===== src/rtl/imem_encoder_pkg.sv =====
// imem_encoder_pkg: LEGv8 opcodes, field positions and shared types for the instruction encoder.
package imem_encoder_pkg;
    localparam logic [10:0] OPC_LDUR = 11'b11111000010;
    localparam logic [10:0] OPC_STUR = 11'b11111000000;
    localparam logic [7:0]  OPC_CBZ  = 8'b10110100;
    localparam logic [10:0] OPC_ADD  = 11'b10001011000;
    localparam logic [10:0] OPC_SUB  = 11'b11001011000;
    localparam logic [10:0] OPC_AND  = 11'b10001010000;
    localparam logic [10:0] OPC_ORR  = 11'b10101010000;
    localparam int OPC_LSB    = 21;
    localparam int CB_OPC_LSB = 24;
    localparam int RM_LSB     = 16;
    localparam int D_IMM_LSB  = 12;
    localparam int CB_IMM_LSB = 5;
    localparam int RN_LSB     = 5;
    localparam int RD_LSB     = 0;
    localparam int D_IMM_W    = 9;
    localparam int CB_IMM_W   = 19;
    typedef enum logic [2:0] {
        OP_LDUR, OP_STUR, OP_CBZ, OP_ADD, OP_SUB, OP_AND, OP_ORR, OP_ILLEGAL
    } op_t;
    typedef enum logic [1:0] {S_IDLE, S_RUN, S_DRAIN, S_DONE} state_t;
    // Fits when every bit from the field's sign bit upward is identical.
    function automatic logic fits_signed(input logic [63:0] imm, input int w);
        logic [63:0] t;
        t = $signed(imm) >>> (w - 1);
        return (t == '0) || (t == '1);
    endfunction
endpackage


===== src/rtl/imem_encoder_pack.sv =====
// instr_pack: combinational LEGv8 field packer with immediate range check.
module instr_pack
    import imem_encoder_pkg::*;
(
    input  logic [2:0]  op,
    input  logic [4:0]  rd,
    input  logic [4:0]  rn,
    input  logic [4:0]  rm,
    input  logic [63:0] imm,
    output logic [31:0] instr,
    output logic        ok
);
    logic [31:0] regs;
    logic [10:0] r_opc;
    always_comb begin
        regs  = (32'(rn) << RN_LSB) | (32'(rd) << RD_LSB);
        r_opc = op == OP_SUB ? OPC_SUB : op == OP_AND ? OPC_AND : op == OP_ORR ? OPC_ORR : OPC_ADD;
        instr = (32'(r_opc) << OPC_LSB) | (32'(rm) << RM_LSB) | regs;
        ok    = op != OP_ILLEGAL;
        if (op == OP_LDUR || op == OP_STUR) begin
            instr = (32'(op == OP_LDUR ? OPC_LDUR : OPC_STUR) << OPC_LSB)
                  | (32'(imm[D_IMM_W-1:0]) << D_IMM_LSB) | regs;
            ok    = fits_signed(imm, D_IMM_W);
        end else if (op == OP_CBZ) begin
            instr = (32'(OPC_CBZ) << CB_OPC_LSB)
                  | (32'(imm[CB_IMM_W-1:0]) << CB_IMM_LSB) | (32'(rd) << RD_LSB);
            ok    = fits_signed(imm, CB_IMM_W);
        end
    end
endmodule


===== src/rtl/imem_encoder.sv =====
// imem_encoder: streams packed LEGv8 words with sequential addresses to the instruction-memory loader.
module imem_encoder
    import imem_encoder_pkg::*;
#(
    parameter int AW  = 6,
    parameter int ECW = 8
) (
    input  logic           clk,
    input  logic           reset,
    input  logic           start,
    input  logic           in_valid,
    output logic           in_ready,
    input  logic [2:0]     in_op,
    input  logic [4:0]     in_rd,
    input  logic [4:0]     in_rn,
    input  logic [4:0]     in_rm,
    input  logic [63:0]    in_imm,
    input  logic           in_last,
    output logic           out_valid,
    input  logic           out_ready,
    output logic [AW-1:0]  out_addr,
    output logic [31:0]    out_instr,
    output logic           busy,
    output logic           done,
    output logic           err,
    output logic [ECW-1:0] err_count
);
    state_t         state_q, state_d;
    logic [AW-1:0]  addr_q, addr_d, out_addr_q, out_addr_d;
    logic [31:0]    out_instr_q, out_instr_d, packed_instr;
    logic [ECW-1:0] err_cnt_q, err_cnt_d;
    logic           out_valid_q, out_valid_d, err_q, err_d;
    logic           ok, accept, produce, launch;

    instr_pack u_pack (
        .op(in_op), .rd(in_rd), .rn(in_rn), .rm(in_rm), .imm(in_imm),
        .instr(packed_instr), .ok(ok)
    );

    always_ff @(posedge clk or posedge reset)
        if (reset) state_q <= S_IDLE;
        else       state_q <= state_d;

    // A rejected last bundle has no word in flight, so it skips DRAIN.
    always_comb begin
        state_d = state_q;
        case (state_q)
            S_IDLE, S_DONE: if (start) state_d = S_RUN;
            S_RUN:          if (accept && (in_last || (produce && addr_q == '1)))
                                state_d = ok ? S_DRAIN : S_DONE;
            default:        if (!out_valid_q || out_ready) state_d = S_DONE;
        endcase
    end

    always_comb begin
        in_ready = state_q == S_RUN && (!out_valid_q || out_ready);
        busy     = state_q == S_RUN || state_q == S_DRAIN;
        done     = state_q == S_DONE;
        launch   = start && (state_q == S_IDLE || state_q == S_DONE);
        accept   = in_valid && in_ready;
        produce  = accept && ok;
    end

    always_comb begin
        out_valid_d = produce || (out_valid_q && !out_ready);
        out_addr_d  = produce ? addr_q : out_addr_q;
        out_instr_d = produce ? packed_instr : out_instr_q;
        addr_d      = launch ? '0 : produce ? addr_q + 1'b1 : addr_q;
        err_d       = accept && !ok;
        err_cnt_d   = launch ? '0 : (err_d && err_cnt_q != '1) ? err_cnt_q + 1'b1 : err_cnt_q;
    end

    always_ff @(posedge clk or posedge reset) begin
        if (reset) begin
            out_valid_q <= 1'b0;
            out_addr_q  <= '0;
            out_instr_q <= '0;
            addr_q      <= '0;
            err_q       <= 1'b0;
            err_cnt_q   <= '0;
        end else begin
            out_valid_q <= out_valid_d;
            out_addr_q  <= out_addr_d;
            out_instr_q <= out_instr_d;
            addr_q      <= addr_d;
            err_q       <= err_d;
            err_cnt_q   <= err_cnt_d;
        end
    end

    assign out_valid = out_valid_q;
    assign out_addr  = out_addr_q;
    assign out_instr = out_instr_q;
    assign err       = err_q;
    assign err_count = err_cnt_q;
endmodule


===== config.mk =====
export PLATFORM = sky130hd
export DESIGN_NAME = imem_encoder
export DESIGN_NICKNAME = d
export VERILOG_FILES = /design/src/rtl/imem_encoder_pkg.sv /design/src/rtl/imem_encoder_pack.sv /design/src/rtl/imem_encoder.sv
export SDC_FILE = /design/constraint.sdc
export NUM_CORES = 1
export LEC_CHECK = 0
export BUFFER_PORTS_ARGS = -buffer_cell sky130_fd_sc_hd__clkbuf_2
export CORE_ASPECT_RATIO = 0.8
export CORE_MARGIN = 2
export CORE_UTILIZATION = 25
export DETAILED_ROUTE_END_ITERATION = 16
export PLACE_DENSITY_LB_ADDON = 0.2
export REMOVE_ABC_BUFFERS = 1
export SYNTH_ARGS = -nofsm -noshare
export SYNTH_HDL_FRONTEND = slang
export SYNTH_SLANG_ARGS = --single-unit

===== constraint.sdc =====
create_clock -name clk -period 2.1 [get_ports clk]
set_clock_uncertainty 0.05 [all_clocks]
set_input_delay 0.315 -clock clk [delete_from_list [all_inputs] [get_ports clk]]
set_output_delay 0.315 -clock clk [all_outputs]
set_load 0.01 [all_outputs]

After elaboration in Yosys (flattened, before gate mapping)
Cells that the tools add are included.

Input bits: 88. Word-level logic and storage cells: 76. Output and inout port bits: 51. Bits in registers: 56.

Mux-type cells: 17. Reduce and logical (&&, ||, !) cells: 29. Bitwise logic cells: 6. Equality and inequality tests: 15. Add/subtract/negate cells: 2.

Operators by type and width (count): 64-bit == test, second input constant (2); 64-bit logical NOT (2); 32-bit two-way mux (2); 32-bit by 21-bit OR with 32-bit output (2); 32-bit OR (2); 32-bit by 5-bit OR with 32-bit output (1); 11-bit two-way mux (2); 8-bit two-way mux (2); 6-bit two-way mux (2); 10-bit by 5-bit OR with 10-bit output (1); 3-bit == test, second input constant (3); 1-bit logical AND (9); 9-bit two-way mux (1); 8-bit by 1-bit adder with 8-bit output, second input constant (1); 1-bit logical OR (8); 2-bit two-way mux (4); 8-bit inequality test, second input constant (1); 6-bit by 1-bit adder with 6-bit output, second input constant (1); 6-bit == test, second input constant (1); 2-bit == test, second input constant (2); 2-bit inequality test, second input constant (2); 2-bit one-hot mux with 2 select lines (1); 2-bit nonzero test (2); 3-bit by 1-bit == test with 1-bit output, second input constant (1); 10 further kinds (14).

Logic depth before layout (Yosys ltp)
Depth after elaboration: 10. Depth in mapped cells: 9. Gate-level depth less buffers: 7.

Cells and area by module
Synthesis repeated with hierarchy kept, for this count alone.

Cells, all modules: 310. Area total of the unflattened synthesis: 3101.7 um^2.

Modules (own cells, without submodules): imem_encoder (instances 1, cells an instance 192, area each 2433.6 um^2, sequential area each 1401.3 um^2); instr_pack (instances 1, cells an instance 118, area each 668.1 um^2, sequential area each 0.0 um^2).

Worst setup path after synthesis
No wires, ideal clock.

Path type: input port to flip-flop. From: input port in_imm[42]. To: register out_instr_q[10], in the netlist out_instr[10]. Cell stages on the path: 9. Buffers on the path: 2. Setup slack: -0.109 ns. Arrival: 2.024 ns. Data required time: 1.915 ns. Cells stage by stage: nor4_1 > nand4_1 > or4_1 > o211ai_2 > nand4_4 > buf_2 > buf_2 > nand2_1 > o21ai_0.

Word-level cells in the longest chain between the ends: 5. Elaborated cells between the ends (all ways): 9. Classes of those cells: 2 x eq/ne; 2 x mux; 5 x reduce/logical.

Ends and longest elaborated chain: start: declaration (RTL line imem_encoder.sv:17) `input logic [63:0] in_imm,`; 64-bit == test or 64-bit logical NOT (tied branches) (RTL line imem_encoder_pkg.sv:27) `return (t == '0) || (t == '1);`; 1-bit logical OR (RTL line imem_encoder_pkg.sv:27); 1-bit two-way mux (RTL line imem_encoder_pack.sv:24) `end else if (op == OP_CBZ) begin`; 1-bit two-way mux (*) (RTL line imem_encoder_pack.sv:20) `if (op == OP_LDUR || op == OP_STUR) begin`; 1-bit logical AND (*) (RTL line imem_encoder.sv:61) `produce = accept && ok;`; end signal: assignment (RTL line imem_encoder.sv:84) `out_instr_q <= out_instr_d;`; end: declaration (RTL line imem_encoder.sv:30) `logic [31:0] out_instr_q, out_instr_d, packed_instr;`.

Every way passes the cells marked *; elsewhere a longest branch is shown, timed or not. A chain may end at the register's enable or synchronous reset.

Worst setup path in the final report
From: input port in_imm[16]. To: register addr_q[5].

Word-level cells in the longest chain between the ends: 5. Elaborated cells between the ends (all ways): 6. Classes of those cells: 1 x eq/ne; 1 x mux; 4 x reduce/logical.

Ends and longest elaborated chain: 64-bit == test or 64-bit logical NOT (tied branches) (RTL line imem_encoder_pkg.sv:27); 1-bit logical OR (*) (RTL line imem_encoder_pkg.sv:27); 1-bit two-way mux (*) (RTL line imem_encoder_pack.sv:20); 1-bit logical AND (*) (RTL line imem_encoder.sv:61); 2-bit nonzero test (no source line) (*); end signal: assignment (RTL line imem_encoder.sv:85) `addr_q <= addr_d;`; end: declaration (RTL line imem_encoder.sv:29) `logic [AW-1:0] addr_q, addr_d, out_addr_q, out_addr_d;`.

Marked as above.

==> metrics.md <==
| Metric | Value |
|---|---|
| Result of the run | `finished, violations left` |
| Final standard cell area without fillers | `4670 um2` |
| Pin count of the biggest net entering global routing | `37` |
| Area share of the largest cell type after synthesis | `between 40% and 50%` |
| Synth area leaders | `dfrtp_1, nand2_1, mux2_2` |
| Number of flops mapped to enable cells by yosys | `0` |
| Total routing resource utilization after global routing | `between 10% and 20%` |
| Path class of the lowest-slack min-delay path | `in2reg` |
| Most area-hungry cell type in the Yosys netlist | `dfrtp_1` |
| Number of pins exceeding their max-slew limit in the final report | `0` |
| Hold Violations, Final | `0` |
| RSZ-0062 raised after global routing | `true` |
| Cells after synthesis | `305` |
| Synth unique cells | `42` |
| DIE WIDTH | `approximately 130 um` |
| Die span in y | `101 um` |
| Cell count after placement | `roughly 610` |
| Leakage power | `between 2 and 2.5 nW` |
| Ratio of total power to cell area | `between 900 and 1000 nW/um2` |
| Effective utilization at floorplan | `roughly a quarter` |
| Area added between synthesis and finish | `59.1%` |
| Cell area reported after detailed placement | `between 4000 and 5000 um2` |
| H-tree depth | `2` |
| Final critical path time including I/O delays and setup | `around 2.1 ns` |
| IR Drop Worst-Case VDD | `0.445 mV` |
| Critical path startpoint category | `input port` |
| Achievable clock frequency | `roughly 0.47 GHz` |
| Average wire per cell in the routed design | `16.4 um` |
| Minimum hold slack | `~0.19 ns` |
| DRC errors left | `0` |
| Weighted congestion at the end of routability-driven global placement | `1.00` |
| Starting DRT DRC Count | `~180` |
| Initial antenna violation count | `0` |
| Share of layout cells above drive strength 1 | `a little under half` |
| Sink count of the clock tree | `56` |
| Post-synthesis simple-gate area fraction | `around 22%` |
| Netlist Area Pre-Place | `about 2900 um2` |
| Period utilization | `102%` |
| Drt total wl | `10400 um` |
| Worst-Margin Slew | `around 0.53 ns` |
| Dominant combinational cell family by area after synthesis | `simple AND/OR/NAND/NOR gates` |
| Clock latency on the worst-skew pair | `approximately 0.3 ns` |
| Yosys warning count | `0` |
| Commonest cells after routing, fill and taps aside | `clkbuf_2, dfrtp_1, nand2_1` |
| Root Buffer Master | `clkbuf_16` |
| Overflow left after global routing | `0` |
| Iteration count of the initial detailed-routing pass | `7` |
| Antenna-violating nets left | `0` |
| Slew margin rel. | `64.8%` |
| Share of the yosys chip area belonging to registers | `a little under half` |
| Design Power | `4.38 mW` |
| Final setup violation count | `16` |
| Worst setup path class | `in2reg` |
| Xor-xnor portion of the synthesized cell area | `1.49%` |
| Maximum fanout encountered on the critical timing path | `8` |
| First-pass GRT wire length | `around 15000 um` |
| Register-to-register path setup slack | `0.15 ns` |
| Site row count | `35` |
| TritonCTS clock tree | `yes` |
| Worst r2r dst | `err_count[4]` |
| Antenna Diode Count | `0` |
| Main synth FF type | `dfrtp_1` |
| Worst Hold Path EP | `out_instr[2]` |
| Worst hold path depth | `2` |
| Arrival @ worst endpoint | `2.33 ns` |
| Compound-gate portion of the synthesized area | `roughly 16%` |
| Core Box Area | `~11000 um2` |
| Asr flop ratio synth | `100%` |
| Reported max-cap violation count | `0` |
| Area of the die | `12600 um2` |
| Source of the worst register-to-register timing path | `state_q[1]` |
| Mean number of vias per cell | `around 4.9` |
| Adder and majority gate portion of the synthesized area | `about 2.1%` |
| Via count | `3115` |
| Inserted Clock Buffers | `5` |
| Final non-filler cell total | `around 630` |
| Mapped Avg Cell Area | `9.62 um2` |
| Count of buffers from port buffering | `~140` |
| Top-Level Pins | `between 100 and 150` |
| Commonest non-fill, non-tap cell in the layout | `clkbuf_2` |
| Setup WS post-layout | `-0.0407 ns` |
| Max clock buf depth | `2` |
| Estimated wirelength of the detail-placed design | `7330 um` |
| Clock slew at the register clock pins of the worst setup and hold paths | `around 0.07 ns` |
| Worst Min Path Start | `in_rd[2]` |
| Register bit count reported by yosys | `56` |
| Multiplexer area fraction after synthesis | `under 10%` |
| Worst r2r path cells | `8` |
| Crit. End Element | `flop` |
| Layout Nets | `576` |
| Via count of the first global-routing pass | `between 2000 and 3000` |
| Worst EP required | `~2.3 ns` |
| Violated checks | `negative setup slack` |
-- worst max-delay path by stage --
stage	start	depth (start not counted)	slack, ns	to
3_5_place_dp	in_imm[42]	9	-0.48	out_instr[28]
5_1_grt	in_imm[21]	10	-0.14	out_instr[30]
4_1_cts	in_imm[28]	9	-0.02	out_instr[28]
3_3_place_gp	in_imm[59]	9	-0.45	out_instr[28]
6_report	in_imm[16]	8	-0.04	addr_q[5]
2_1_floorplan	in_imm[42]	7	-0.70	addr_q[5]
-- cells by family after synthesis --
family	after synthesis
multiplexers	21
AO/OA/AOI/OAI	69
buffers and inverters	23
AND/OR/NAND/NOR	126
flip-flops	56
adder cells (fa/ha/maj)	5
XOR/XNOR	5
-- layout make-up --
class,instances,area (um2)
flip-flops and latches,56,1400
clock inverters,2,38.8
multi-input cells,227,1670
fillers,1162,6810
inverters,10,37.5
well taps,148,185
repair buffers,183,1190
clock buffers,6,139
-- synth_stat cells (2+ instances only) --
| cell type | count |
|---|---|
| a22o_1 | 6 |
| nand4_1 | 17 |
| a2111oi_0 | 2 |
| o21ai_0 | 25 |
| buf_2 | 4 |
| and2_1 | 2 |
| nor2_1 | 13 |
| or4_1 | 2 |
| a31oi_1 | 2 |
| nand3_1 | 10 |
| a211oi_1 | 2 |
| xnor2_1 | 3 |
| mux2i_1 | 9 |
| o311ai_0 | 2 |
| ha_1 | 5 |
| inv_1 | 10 |
| a221oi_1 | 2 |
| nor4_1 | 16 |
| nor3_1 | 4 |
| nor2b_1 | 2 |
| or3_1 | 3 |
| a22oi_1 | 4 |
| nand2b_1 | 5 |
| a41oi_1 | 2 |
| mux2_2 | 12 |
| dfrtp_1 | 56 |
| and3_1 | 8 |
| a21oi_1 | 12 |
| xor2_1 | 2 |
| nand2_1 | 42 |
| clkbuf_1 | 9 |
| a21o_1 | 2 |
-- critical path, stage by stage --
cell and delay [ns]:
clkbuf_2 0.10, nor4_2 0.29, a31oi_1 0.12, or4_4 0.54, o211ai_4 0.16, nand4_4 0.21
or4_1 0.52, nand2_1 0.08
-- routing by layer --
layer  share of wire (%)  vias to the layer above  track usage, %
li1                    -                     1497               -
met1                  46                     1485            20.4
met4                 2.5                        0            4.62
met2                  45                      109            23.8
met3                 5.9                       24            4.03
met5                   0                        -               0
-- sequential cells by signal (all words and copies together) (netlist names) --
name	cells
addr_q	6
err	1
err_count	8
out_addr	6
out_instr	32
out_valid	1
state_q	2
-- through the flow --
step                TNS, ns  setup slack, ns  util [%]
floorplan            -19.02           -0.696         -
global placement     -17.55           -0.454      35.3
detailed placement   -17.99           -0.482      35.3
CTS                  -0.155          -0.0216      37.6
global route          -3.26           -0.145      40.7
finish               -0.439          -0.0407      40.7
-- what timing repair did --
action / 4_1_cts / 5_1_grt
gates resized for setup: 12 / 59
setup buffers: 2 / 3
setup endpoints to repair: 36 / 53
hold buffers: 1 / 0
endpoints found under the hold margin: 19 / 0
pin swaps: 6 / 6
cloned: 0 / 4
-- power by group --
group          internal (mW)  total, mW  switching, mW
Sequential              1.41       1.63          0.214
Clock                  0.599       1.01          0.408
Combinational          0.801       1.75          0.951
Total                   2.81       4.38           1.57
(Power assumes the default switching activity.)
